--- src/rtl/uc_pkg.sv ---
// Shared types for the CPU/DMA memory arbiter: FSM state, owner identity and
// the default burst limit.
package uc_pkg;

    typedef enum logic [1:0] {
        ST_IDLE    = 2'd0,
        ST_OWN_CPU = 2'd1,
        ST_OWN_DMA = 2'd2
    } arb_state_e;

    typedef enum logic {
        OWNER_CPU = 1'b0,
        OWNER_DMA = 1'b1
    } owner_e;

    localparam int unsigned MAX_BURST_DEF = 4;

endpackage

--- src/rtl/uc_mem_arbiter.sv ---
// Two-requester (CPU / DMA loader) arbiter onto a registered single-port memory.
// Optional macro UC_ARB_LOCK_EN lets dma_lock hold the bus past the burst limit.
module uc_mem_arbiter
    import uc_pkg::*;
#(
    parameter int unsigned MAX_BURST = MAX_BURST_DEF
) (
    input  logic       clk,
    input  logic       arst_n,
    input  logic       cpu_req,
    input  logic       cpu_we,
    input  logic [7:0] cpu_addr,
    input  logic [7:0] cpu_wdata,
    output logic       cpu_gnt,
    output logic       cpu_rvalid,
    output logic [7:0] cpu_rdata,
    input  logic       dma_req,
    input  logic       dma_we,
    input  logic       dma_lock,
    input  logic [7:0] dma_addr,
    input  logic [7:0] dma_wdata,
    output logic       dma_gnt,
    output logic       dma_rvalid,
    output logic [7:0] dma_rdata,
    output logic [7:0] mem_addr,
    output logic       mem_write_en,
    output logic       mem_rd_en,
    output logic [7:0] mem_data,
    input  logic [7:0] mem_rdata
);

    localparam logic [3:0] BURST_LIM = 4'(MAX_BURST);

    arb_state_e state_q, state_d;
    owner_e     last_owner_q, last_owner_d;
    logic [3:0] burst_cnt_q, burst_cnt_d;
    logic       lock_hold;

    logic [7:0] mem_addr_q, mem_addr_d;
    logic [7:0] mem_data_q, mem_data_d;
    logic       mem_we_q, mem_we_d;
    logic       mem_rd_q, mem_rd_d;

    // Read tag pipeline: stage 1 aligns with mem_rd_en, stage 2 with mem_rdata.
    logic       rd_vld1_q, rd_vld1_d, rd_vld2_q;
    owner_e     rd_own1_q, rd_own1_d, rd_own2_q;
    logic [7:0] cpu_rdata_q, dma_rdata_q;

`ifdef UC_ARB_LOCK_EN
    assign lock_hold = (state_q == ST_OWN_DMA) && dma_lock;
`else
    logic unused_dma_lock;
    assign unused_dma_lock = dma_lock;
    assign lock_hold       = 1'b0;
`endif

    always_comb begin
        state_d      = state_q;
        last_owner_d = last_owner_q;
        burst_cnt_d  = 4'd0;
        cpu_gnt      = 1'b0;
        dma_gnt      = 1'b0;
        case (state_q)
            ST_IDLE: begin
                if (cpu_req && (!dma_req || last_owner_q == OWNER_DMA)) cpu_gnt = 1'b1;
                else if (dma_req)                                        dma_gnt = 1'b1;
            end
            ST_OWN_CPU: begin
                if (cpu_req)      cpu_gnt = 1'b1;
                else if (dma_req) dma_gnt = 1'b1;
            end
            ST_OWN_DMA: begin
                if (dma_req)      dma_gnt = 1'b1;
                else if (cpu_req) cpu_gnt = 1'b1;
            end
            default: ;
        endcase

        // The counter only runs while the other side is waiting; a fresh owner starts at 0.
        if (cpu_gnt) begin
            last_owner_d = OWNER_CPU;
            state_d      = ST_OWN_CPU;
            if (dma_req) begin
                burst_cnt_d = ((state_q == ST_OWN_CPU) ? burst_cnt_q : 4'd0) + 4'd1;
                if (burst_cnt_d >= BURST_LIM) begin
                    state_d     = ST_OWN_DMA;
                    burst_cnt_d = 4'd0;
                end
            end
        end else if (dma_gnt) begin
            last_owner_d = OWNER_DMA;
            state_d      = ST_OWN_DMA;
            if (cpu_req && !lock_hold) begin
                burst_cnt_d = ((state_q == ST_OWN_DMA) ? burst_cnt_q : 4'd0) + 4'd1;
                if (burst_cnt_d >= BURST_LIM) begin
                    state_d     = ST_OWN_CPU;
                    burst_cnt_d = 4'd0;
                end
            end
        end else begin
            state_d = ST_IDLE;
        end
    end

    always_comb begin
        mem_addr_d = mem_addr_q;
        mem_data_d = mem_data_q;
        mem_we_d   = 1'b0;
        mem_rd_d   = 1'b0;
        rd_vld1_d  = 1'b0;
        rd_own1_d  = OWNER_CPU;
        if (cpu_gnt) begin
            mem_addr_d = cpu_addr;
            mem_we_d   = cpu_we;
            mem_rd_d   = !cpu_we;
            rd_vld1_d  = !cpu_we;
            if (cpu_we) mem_data_d = cpu_wdata;
        end else if (dma_gnt) begin
            mem_addr_d = dma_addr;
            mem_we_d   = dma_we;
            mem_rd_d   = !dma_we;
            rd_vld1_d  = !dma_we;
            rd_own1_d  = OWNER_DMA;
            if (dma_we) mem_data_d = dma_wdata;
        end
    end

    assign cpu_rvalid = rd_vld2_q && (rd_own2_q == OWNER_CPU);
    assign dma_rvalid = rd_vld2_q && (rd_own2_q == OWNER_DMA);
    assign cpu_rdata  = cpu_rvalid ? mem_rdata : cpu_rdata_q;
    assign dma_rdata  = dma_rvalid ? mem_rdata : dma_rdata_q;

    assign mem_addr     = mem_addr_q;
    assign mem_data     = mem_data_q;
    assign mem_write_en = mem_we_q;
    assign mem_rd_en    = mem_rd_q;

    always_ff @(posedge clk or negedge arst_n) begin
        if (!arst_n) begin
            state_q      <= ST_IDLE;
            last_owner_q <= OWNER_DMA;
            burst_cnt_q  <= 4'd0;
            mem_addr_q   <= 8'd0;
            mem_data_q   <= 8'd0;
            mem_we_q     <= 1'b0;
            mem_rd_q     <= 1'b0;
            rd_vld1_q    <= 1'b0;
            rd_own1_q    <= OWNER_CPU;
            rd_vld2_q    <= 1'b0;
            rd_own2_q    <= OWNER_CPU;
            cpu_rdata_q  <= 8'd0;
            dma_rdata_q  <= 8'd0;
        end else begin
            state_q      <= state_d;
            last_owner_q <= last_owner_d;
            burst_cnt_q  <= burst_cnt_d;
            mem_addr_q   <= mem_addr_d;
            mem_data_q   <= mem_data_d;
            mem_we_q     <= mem_we_d;
            mem_rd_q     <= mem_rd_d;
            rd_vld1_q    <= rd_vld1_d;
            rd_own1_q    <= rd_own1_d;
            rd_vld2_q    <= rd_vld1_q;
            rd_own2_q    <= rd_own1_q;
            cpu_rdata_q  <= cpu_rdata;
            dma_rdata_q  <= dma_rdata;
        end
    end

endmodule

--- config.mk ---
export PLATFORM = sky130hd
export DESIGN_NAME = uc_mem_arbiter
export DESIGN_NICKNAME = d
export VERILOG_FILES = /design/src/rtl/uc_pkg.sv /design/src/rtl/uc_mem_arbiter.sv
export SDC_FILE = /design/constraint.sdc
export NUM_CORES = 1
export LEC_CHECK = 0
export ABC_AREA = 1
export BUFFER_PORTS_ARGS = -buffer_cell sky130_fd_sc_hd__buf_2
export CORE_MARGIN = 2
export CORE_UTILIZATION = 44
export DETAILED_ROUTE_END_ITERATION = 7
export PLACE_DENSITY = 0.86
export SKIP_LAST_GASP = 1
export SLEW_MARGIN = 15
export SYNTH_ARGS = -nofsm -noshare
export SYNTH_HDL_FRONTEND = slang
export SYNTH_SLANG_ARGS = --single-unit
--- constraint.sdc ---
create_clock -name clk -period 1.3 [get_ports clk]
set_input_delay 0.26 -clock clk [delete_from_list [all_inputs] [get_ports clk]]
set_output_delay 0.26 -clock clk [all_outputs]
set_load 0.01 [all_outputs]
==> results of run 1 <==
final timing paths:
kind                              from           end  cells after the start
max                          rd_vld2_q  cpu_rdata[2]                      6
min                        cpu_addr[6]   mem_addr[6]                      3
max reg2reg                 state_q[1]    state_q[0]                     10
min reg2reg                  rd_own1_q     rd_own2_q                      0
max in group asynchronous       arst_n    state_q[0]                      3
min in group asynchronous       arst_n   mem_addr[6]                      2
critical path, cell delays in order, from the launching register on:
cell	delay (ns)
dfrtp_1	0.39
inv_2	0.06
nor2_4	0.11
inv_2	0.07
clkbuf_16	0.18
o21ai_4	0.17
buf_6	0.13
synth_stat cells (2+ instances only):
| master | count | area (sq um) |
|---|---|---|
| buf_6 | 3 | 33.78 |
| dfrtp_1 | 43 | 1076 |
| nand2_2 | 2 | 12.51 |
| nor3_1 | 2 | 10.01 |
| buf_4 | 2 | 15.01 |
| inv_2 | 3 | 11.26 |
| nand2_4 | 2 | 22.52 |
| o21ai_0 | 25 | 125.1 |
| nor2_2 | 2 | 12.51 |
| nand3_1 | 29 | 145.1 |
| ha_1 | 2 | 25.02 |
| nand3_4 | 2 | 35.03 |
| nand4_1 | 2 | 12.51 |
| nor2_1 | 16 | 60.06 |
| nand2_1 | 94 | 352.8 |
| clkbuf_1 | 2 | 7.510 |
| inv_1 | 26 | 97.59 |
layer usage:
layer  GRT usage, %  routed length [microns]
met1          25.13                     2892
met5              0                        0
met3          8.943                      562
met4          6.667                      133
met2          39.19                     3931
cell families (layout without fill, tap and decap cells):
kind of cell	count (synthesis)	after routing	share of synthesized area, %
buf+inv	37	164	7.870
simple gates	153	155	32.52
compound gates	29	29	7.292
flops	44	44	50.98
fa+ha+maj	2	2	1.157
other cells	1	2	0.1734
power by group through the flow:
stage | clock [mW] | sequential, mW | combinational [mW]
2_1_floorplan | 0 | 2.25 | 1.42
3_3_place_gp | 0 | 2.18 | 2.52
3_5_place_dp | 0 | 2.20 | 2.61
4_1_cts | 1.16 | 2.19 | 2.90
5_1_grt | 1.22 | 2.33 | 4.46
6_report | 1.17 | 2.30 | 4.17
repair_timing:
item,CTS,global route
setup buffers,12,6
cloned,2,3
pin swaps,10,24
resized for setup,33,107
hold buffers,1,0
endpoints found under the setup margin,42,43
hold endpoints to repair,10,0
through the flow:
step,hold slack (ns),area [sq um]
detailed placement,0.1822,2900
global placement,0.1722,2900
CTS,0.2128,3207
finish,0.1954,3752
global route,0.2068,3752
floorplan,-0.03559,2226
state kept, by name, indices dropped and copies added, names as in the netlist:
signal and cells:
cpu_rdata_q 8, mem_data 8, last_owner_q 1, state_q 2, rd_own2_q 1, dma_rdata_q 8, rd_own1_q 1, rd_vld2_q 1
rd_vld1_q 1, mem_addr 8, burst_cnt_q 4, mem_write_en 1
layout make-up:
type                            count  area, sq um  area share, %
Clock buffer                        7        96.34          2.568
Clock inverter                      1        30.03         0.8003
Inverter                           30        127.6          3.401
Multi-Input combinational cell    188         1334          35.55
Sequential cell                    44         1105          29.44
Tap cell                           67        83.83          2.234
Timing Repair Buffer              126        975.9          26.01
==> Implementation_results.wiki, run 1 <==
{| class="wikitable"
! Metric !! Value
|-
| Power Internal || 4.611 mW
|-
| Via count of the first global-routing pass || about 2,100
|-
| Clock period minus final worst setup slack || 1.679 ns
|-
| Total wirelength of the detailed-routed design || 7521 microns
|-
| Syn Area/Cell || 8.128 sq um
|-
| Leakage Power || 1.967 nW
|-
| Final Instance Count excl. Fillers || 463
|-
| Maxcap violations || 0
|-
| Standard cell core area || 4723 sq um
|-
| Length of the first detailed-routing pass in iterations || 4
|-
| Area growth syn-to-layout || 73.55%
|-
| Ys async rst share || 100.0%
|-
| HP Class || in -> reg
|-
| Site row count || 25
|-
| Post-layout worst setup margin || -0.3786 ns
|-
| Buffer depth of the longest clock path || 2
|-
| Full die area || 5491 sq um
|-
| H-tree level count || 2
|-
| Portion of the clock cycle consumed by the worst path in the final layout || 129.1%
|-
| Skew final || ~0.0046 ns
|-
| Final antenna diode count || 0
|-
| Global routing usage summed across all routing layers || 22.38%
|-
| Clock Latency Late Sink || 0.30 ns
|-
| Sinks on Clock Net || 44
|-
| Max Clock Freq || 595.7 MHz
|-
| Synth Register Bits || 44
|-
| Unrepaired setup endpoints after global routing || true
|-
| Flip-flop cell with the highest count after synthesis || dfrtp_1
|-
| Final global-route overflow total || 0
|-
| Number of max-slew violations in the final report || 0
|-
| Fill cell total of the finished layout || 264
|-
| Post-synthesis cell area || roughly 2200 sq um
|-
| Post-Route Utilization || 79.44%
|-
| Detailed placer's ending HPWL || 3947 microns
|-
| Number of flops mapped to enable cells by yosys || 0
|-
| Count of mapped cells out of synthesis || 266
|-
| Chip Width || 74.10 microns
|-
| Routed Antenna Nets || 0
|-
| Power per unit of standard cell area || 2035 nW/um^2
|-
| Number of placed instances with taps included || 433
|-
| Sw power || between 3 and 4 mW
|-
| Count of input and output buffers || 83
|-
| Post-route setup TNS || -10.86 ns
|-
| Placement Setup Slack || -0.2772 ns
|-
| Initial antenna violation count || 0
|-
| Share of total power in sequential cells || 30.1%
|-
| Max FO, Critical Path || 8
|-
| I/O pin count || 85
|-
| Clock tree root buffer cell || clkbuf_8
|-
| Sequential area share after synthesis || around half
|-
| WS Path Type || reg -> out
|-
| Starting utilization of the core area || 45.77%
|-
| Placer's final routability congestion estimate || just under 0.9
|-
| Share of layout cells above drive strength 1 || between 50% and 60%
|-
| CTS tree || done
|-
| Yosys synthesis warning count || 0
|-
| Total clock buffers created by CTS || 5
|-
| Net count of the finished layout || 444
|-
| Routed WL per cell || 16.24 microns
|-
| Most frequent cells in the layout || buf_2 (67), nand2_1 (55), dfrtp_1 (41), nand3_1 (28), buf_4 (28)
|-
| Share of total power in combinational logic || 54.6%
|-
| Synth cell types || 26
|-
| Power, Total || between 7 and 8 mW
|-
| Height of the die || ~74 microns
|-
| Number of endpoints with negative hold slack in the final report || 0
|-
| Post-DR vias/cell || 5.093
|-
| Kind of end point of the critical path || primary output
|-
| Residual DRC count || 0
|-
| Clock slew seen by the registers of the worst setup and hold paths || 0.09 ns
|-
| Worst endpoint required time || between 1 and 1.5 ns
|-
| Relative contribution of the clock network to total power || roughly 15%
|-
| CP arrival || 1.42 ns
|-
| Net switching fraction of the power || 39.63%
|-
| Most common library cell in the layout ignoring fill and taps || buf_2
|-
| Nature of the critical path startpoint || flop
|-
| Number of vias after detailed routing || 2,358
|-
| Largest net degree at the start of global routing || 20
|-
| Setup-failing EPs final || 41
|-
| Register-to-Register Setup Slack || -0.32 ns
|-
| Peak supply drop || 1.044 mV
|-
| Violations in the final reports || setup timing
|-
| Run status || finished, violations left
|-
| Wire length of the first global-routing pass || 9301 microns
|-
| Initial drt markers || 155
|}
No activity file was read; power rests on OpenSTA's default activity.
==> run 2: changes to the inputs <==
--- a/config.mk
+++ b/config.mk
@@ -7,8 +7,9 @@
 export LEC_CHECK = 0
 export ABC_AREA = 1
 export BUFFER_PORTS_ARGS = -buffer_cell sky130_fd_sc_hd__buf_2
-export CORE_MARGIN = 2
+export CORE_ASPECT_RATIO = 0.6
 export CORE_UTILIZATION = 44
+export CTS_CLUSTER_DIAMETER = 150
 export DETAILED_ROUTE_END_ITERATION = 7
 export PLACE_DENSITY = 0.86
 export SKIP_LAST_GASP = 1
==> run 2 against run 1 <==
Compared with the run above: the run still ends with setup timing left; first-iteration DRC count is 18% lower; sequential power fell by 2%; combinational power down 7.2%; via count up 0.72%; routed wire length shrank 6.1%; total power fell by 8.0%; count of clock-buffer cells in the layout decreased by 1.
==> Implementation_results.wiki, run 2 (synthesis results as in run 1) <==
{| class="wikitable"
! Metric !! Value
|-
| I/O pin count || 85
|-
| WS Path Type || reg -> out
|-
| Max Clock Freq || about 600 MHz
|-
| Setup-failing EPs final || 43
|-
| Cell with the largest stage delay on the worst path || dfrtp_2
|-
| Skew final || 0.008266 ns
|-
| Register-to-Register Setup Slack || -0.32 ns
|-
| Highest routed layer || met4
|-
| Number of endpoints with negative hold slack in the final report || 0
|-
| Full die area || 5207 sq um
|-
| Initial drt markers || 127
|-
| Routed met1 length || roughly 2800 microns
|-
| Worst endpoint required time || between 1 and 1.5 ns
|-
| Source of the worst hold timing path || cpu_addr[1]
|-
| DR WL met3 || 439 microns
|-
| Clock Latency Late Sink || 0.30 ns
|-
| H-tree level count || 2
|-
| Standard cell core area || ~4600 sq um
|-
| Count of input and output buffers || 83
|-
| Peak supply drop || about 1.2 mV
|-
| Clock slew seen by the registers of the worst setup and hold paths || 0.09 ns
|-
| Largest stage delay on the critical path || 0.48 ns
|-
| Residual DRC count || 0
|-
| Share of layout cells above drive strength 1 || 57.14%
|-
| Number of placed instances with taps included || between 400 and 500
|-
| Portion of the clock cycle consumed by the worst path in the final layout || 128.2%
|-
| Run status || finished, violations left
|-
| Length of the first detailed-routing pass in iterations || 4
|-
| Leakage Power || about 1.9 nW
|-
| Worst Reg-to-Reg Cells || 11
|-
| Routed Antenna Nets || 0
|-
| Wire length of the first global-routing pass || 9784 microns
|-
| Largest net degree at the start of global routing || 33
|-
| Max FO, Critical Path || 5
|-
| Chip Width || ~92 microns
|-
| Most frequent cells in the layout || buf_2 (75), nand2_1 (64), dfrtp_1 (41), buf_4 (26), nand2_2 (25)
|-
| Area growth syn-to-layout || 67.94%
|-
| R2r endpoint || state_q[1]
|-
| Hold Path Sink || mem_addr[1]
|-
| Total clock buffers created by CTS || 5
|-
| FF+latch area || approximately 1100 sq um
|-
| Cell chain of the critical path || inv_4 -> nand3b_4 -> a21boi_2 -> buf_2
|-
| Final antenna diode count || 0
|-
| Power per unit of standard cell area || just under 2000 nW/um^2
|-
| Most common library cell in the layout ignoring fill and taps || buf_2
|-
| Initial antenna violation count || 0
|-
| Placer's final routability congestion estimate || between 0.9 and 1
|-
| Number of cells on the worst hold path || 3
|-
| Number of max-slew violations in the final report || 0
|-
| CTS tree || done
|-
| Global routing usage summed across all routing layers || 24.73%
|-
| Starting utilization of the core area || between 40% and 50%
|-
| Clock tree root buffer cell || clkbuf_8
|-
| Total wirelength of the detailed-routed design || 7065 microns
|-
| Final global-route overflow total || 0
|-
| Net count of the finished layout || 447
|-
| Post-DR vias/cell || ~5.1
|-
| Family with the most delay on the worst path || flip-flops
|-
| Routed WL per cell || 15.29 microns
|-
| Nature of the critical path startpoint || flop
|-
| Detailed-routed wire length on met2 || 3656 microns
|-
| Clock period minus final worst setup slack || 1.666 ns
|-
| Height of the die || 56.30 microns
|-
| Via count of the first global-routing pass || 2,152
|-
| Number of vias after detailed routing || 2,375
|-
| HP Class || in -> reg
|-
| Kind of end point of the critical path || primary output
|-
| Site row count || 19
|-
| Area taken by multi-input logic gates || 1296 sq um
|-
| Buf/Inv on CP || 2
|-
| Unrepaired setup endpoints after global routing || true
|-
| Maxcap violations || 0
|-
| Post-layout worst setup margin || -0.3661 ns
|-
| Violations in the final reports || setup timing
|-
| Detailed placer's ending HPWL || 4074 microns
|-
| Sinks on Clock Net || 44
|-
| Buffer depth of the longest clock path || 2
|-
| Final Instance Count excl. Fillers || 462
|-
| R2r startpoint || state_q[1]
|-
| Post-route setup TNS || -10.47 ns
|-
| Fill cell total of the finished layout || 271
|-
| CP arrival || about 1.4 ns
|}
## run 2: final cells by class
class / count / share of cell area [%]
Inverter: 30 / 3.446
Clock buffer: 6 / 2.274
Multi-Input combinational cell: 189 / 35.70
Tap cell: 63 / 2.171
Timing Repair Buffer: 128 / 25.71
Sequential cell: 44 / 30.43
Clock inverter: 2 / 0.2757
## run 2: routing by layer
metal,GRT usage (%),vias up
met3,5.149,15
met5,0,-
met4,7.366,0
met2,43.07,111
met1,31.22,1139
li1,-,1110
## run 2: metrics by stage
step                setup slack, ns  util [%]  hold slack [ns]  area [sq um]  power, mW
finish                      -0.3661     78.33           0.2052          3631      7.024
global route                -0.4279     78.33           0.2317          3631      7.386
CTS                         -0.3075     72.55           0.2069          3363      6.373
detailed placement          -0.3087     62.67           0.1816          2905      4.849
global placement            -0.2038     62.67           0.1824          2905      4.746
floorplan                  -0.05752         -         -0.03559          2226      3.680
## run 2: worst max path at each step
stage	startpoint	to	slack [ns]	depth (start not counted)
2_1_floorplan	state_q[0]	state_q[0]	-0.06	11
3_3_place_gp	state_q[1]	state_q[0]	-0.20	10
3_5_place_dp	state_q[1]	state_q[0]	-0.31	10
4_1_cts	state_q[0]	dma_gnt	-0.31	4
5_1_grt	rd_vld2_q	cpu_rdata[1]	-0.43	7
6_report	state_q[0]	dma_gnt	-0.37	4
## run 2: what timing repair did
item                                   in CTS  in global routing
gates resized for setup                    78                 50
cloned                                      2                  2
pin swaps                                  21                 26
setup endpoints to repair                  43                 43
hold buffers                                1                  0
endpoints found under the hold margin      11                  0
setup buffers                              14                  5
## run 2: report_power, final
| part | switching (mW) | internal [mW] |
|---|---|---|
| sequential | 0.332 | 1.92 |
| combinational | 2.06 | 1.81 |
| clock | 0.479 | 0.425 |
| total | 2.87 | 4.15 |
## run 2: worst reg2reg max path: cells and delay by family (launching register included)
family,cells,cell delay [ns]
fa+ha+maj,1,0.18
simple gates,8,0.78
buf+inv,2,0.13
flops,1,0.48
==> run 3: changes to the inputs <==
--- a/config.mk
+++ b/config.mk
@@ -8,10 +8,10 @@
 export ABC_AREA = 1
 export BUFFER_PORTS_ARGS = -buffer_cell sky130_fd_sc_hd__buf_2
 export CORE_ASPECT_RATIO = 0.6
-export CORE_UTILIZATION = 44
+export CORE_UTILIZATION = 48
 export CTS_CLUSTER_DIAMETER = 150
 export DETAILED_ROUTE_END_ITERATION = 7
-export PLACE_DENSITY = 0.86
+export PLACE_DENSITY = 0.89
 export SKIP_LAST_GASP = 1
 export SLEW_MARGIN = 15
 export SYNTH_ARGS = -nofsm -noshare
==> constraint.sdc (replaced) <==
create_clock -name clk -period 1.8 [get_ports clk]
set_input_delay 0.36 -clock clk [delete_from_list [all_inputs] [get_ports clk]]
set_output_delay 0.36 -clock clk [all_outputs]
set_load 0.01 [all_outputs]
==> run 3 against run 2 <==
Compared with the run above: cell area is 22% lower; count of clock-buffer cells in the layout stayed put; routed wire length is 28% lower; critical endpoint is now cpu_rdata[4]; the flow finishes with violations (hold timing); setup slack better by 0.40 ns; clock power is 19% lower; sequential share of layout area is 8.4 points higher; first-iteration DRC count is 27% lower; core utilization is 11 points lower; register-to-register slack better by 0.44 ns.
==> Implementation_results.wiki, run 3 (synthesis results as in run 1) <==
{| class="wikitable"
! Metric !! Value
|-
| Run status || finished, violations left
|-
| Violations in the final reports || hold timing
|-
| HP Class || in -> async
|-
| Global routing usage summed across all routing layers || 21.91%
|-
| Clock period minus final worst setup slack || 1.771 ns
|-
| Skew final || approximately 0.0063 ns
|-
| Initial drt markers || 93
|-
| Count of input and output buffers || between 80 and 90
|-
| Worst endpoint required time || 1.44 ns
|-
| Slew Limit Headroom || 66.30%
|-
| Kind of end point of the critical path || primary output
|-
| Net count of the finished layout || slightly above 400
|-
| Peak supply drop || 0.6689 mV
|-
| Post-route setup TNS || 0 ns
|-
| Height of the die || between 50 and 60 microns
|-
| Number of vias after detailed routing || 2,085
|-
| Nature of the critical path startpoint || flop
|-
| Final antenna diode count || 0
|-
| Most frequent cells in the layout || nand2_1 (93), buf_2 (83), dfrtp_1 (41), nand3_1 (29), inv_1 (25)
|-
| WS Path Type || reg -> out
|-
| Site row count || 18
|-
| Post-layout worst setup margin || 0.02939 ns
|-
| Detailed placer's ending HPWL || 3774 microns
|-
| Number of endpoints with negative hold slack in the final report || 9
|-
| Worst Reg-to-Reg Cells || 6
|-
| Post-DR vias/cell || 4.917
|-
| I/O pin count || 85
|-
| Critical path depth in cells || 4
|-
| Placement Setup Slack || 0.08834 ns
|-
| Final global-route overflow total || 0
|-
| Total wirelength of the detailed-routed design || 5054 microns
|-
| Final Instance Count excl. Fillers || 424
|-
| Worst-case hold slack || -0.006504 ns
|-
| Chip Width || around 89 microns
|-
| Starting utilization of the core area || 51.34%
|-
| Full die area || 4786 sq um
|-
| Max FO, Critical Path || 8
|-
| Initial antenna violation count || 0
|-
| Wire length of the first global-routing pass || 7693 microns
|-
| Sw power || between 1.5 and 2 mW
|-
| Clock slew seen by the registers of the worst setup and hold paths || about 0.080 ns
|-
| H-tree level count || 2
|-
| Buffer depth of the longest clock path || 2
|-
| Family with the most delay on the worst path || flip-flops
|-
| Clock Latency Late Sink || approximately 0.30 ns
|-
| Power per unit of standard cell area || 1430 nW/um^2
|-
| Cell with the largest stage delay on the worst path || dfrtp_1
|-
| CP arrival || 1.41 ns
|-
| Relative contribution of the clock network to total power || between 10% and 20%
|-
| Area growth syn-to-layout || 31.77%
|-
| Setup-failing EPs final || 0
|-
| Share of total power in sequential cells || between 30 and 40%
|-
| Max Clock Freq || approximately 560 MHz
|-
| Unrepaired setup endpoints after global routing || true
|-
| CTS tree || done
|-
| Power Internal || around 2.5 mW
|-
| Sinks on Clock Net || 44
|-
| Share of total power in combinational logic || between 40% and 50%
|-
| Placer's final routability congestion estimate || 0.8612
|-
| Clock tree root buffer cell || clkbuf_8
|-
| Most common library cell in the layout ignoring fill and taps || nand2_1
|-
| Standard cell core area || around 4200 sq um
|-
| Power, Total || roughly 4.1 mW
|-
| Leakage Power || 1.629 nW
|-
| Total clock buffers created by CTS || 5
|-
| Net switching fraction of the power || 38.83%
|-
| Largest stage delay on the critical path || approximately 0.42 ns
|-
| Number of placed instances with taps included || 408
|-
| Via count of the first global-routing pass || roughly 1,700
|-
| Length of the first detailed-routing pass in iterations || 4
|-
| Portion of the clock cycle consumed by the worst path in the final layout || 98.37%
|-
| Worst Tran Pin Value || between 0.5 and 0.6 ns
|-
| Routed Antenna Nets || 0
|-
| Number of max-slew violations in the final report || 0
|-
| Buf/Inv on CP || 2
|-
| Maxcap violations || 0
|-
| Share of layout cells above drive strength 1 || 35.99%
|-
| Routed WL per cell || 11.92 microns
|-
| Largest net degree at the start of global routing || 23
|-
| Residual DRC count || 0
|-
| Cell chain of the critical path || nor2_4 -> clkinvlp_4 -> o21ai_1 -> buf_2
|}
## run 3: worst paths after layout
| check | from | endpoint | slack, ns |
|---|---|---|---|
| setup reg to reg | state_q[0] | mem_addr[6] | 0.12 |
| setup / recovery | rd_own2_q | cpu_rdata[4] | 0.03 |
| hold / removal | arst_n | rd_vld1_q | -0.007 |
| hold reg to reg | rd_own1_q | rd_own2_q | 0.36 |
| max in group asynchronous | arst_n | cpu_rdata_q[1] | 1.25 |
| min in group clk | mem_rdata[2] | cpu_rdata_q[2] | 0.33 |
## run 3: final cells by class
| type | instances | area [sq um] |
|---|---|---|
| Multi-Input combinational cell | 186 | 932.1 |
| Inverter | 30 | 116.4 |
| Timing Repair Buffer | 95 | 505.5 |
| Fill cell | 345 | 1363 |
| Clock buffer | 6 | 72.57 |
| Sequential cell | 44 | 1105 |
| Clock inverter | 2 | 35.03 |
| Timing Repair inverter | 1 | 7.507 |
| Tap cell | 60 | 75.07 |
## run 3: power groups by stage
stage          clock network [mW]  registers [mW]  logic (mW)
3_3_place_gp                    0            1.57        1.53
3_5_place_dp                    0            1.59        1.60
2_1_floorplan                   0            1.62       0.938
5_1_grt                     0.779            1.63        1.96
6_report                    0.732            1.59        1.75
4_1_cts                     0.749            1.59        1.62
## run 3: layer usage
layer / routed length, microns / global-route usage, % / up-vias
met5: 0 / 0 / -
met4: 75 / 8.871 / 0
met3: 384 / 6.288 / 10
met2: 2330 / 35.13 / 86
met1: 2264 / 28.38 / 953
li1: - / - / 1036
## run 3: what timing repair did
item	CTS	global route
pin swaps	1	3
endpoints found under the setup margin	16	10
resized for setup	11	16
setup buffers	1	6
hold buffers	0	0
gates cloned	0	1
## run 3: stage by stage
stage | area, sq um | hold WS, ns | util, %
floorplan | 2166 | 0.06441 | -
global placement | 2638 | 0.3254 | 62.63
detailed placement | 2638 | 0.3271 | 62.63
CTS | 2759 | 0.002063 | 65.51
global route | 2849 | 0.02251 | 67.65
finish | 2849 | -0.006504 | 67.65
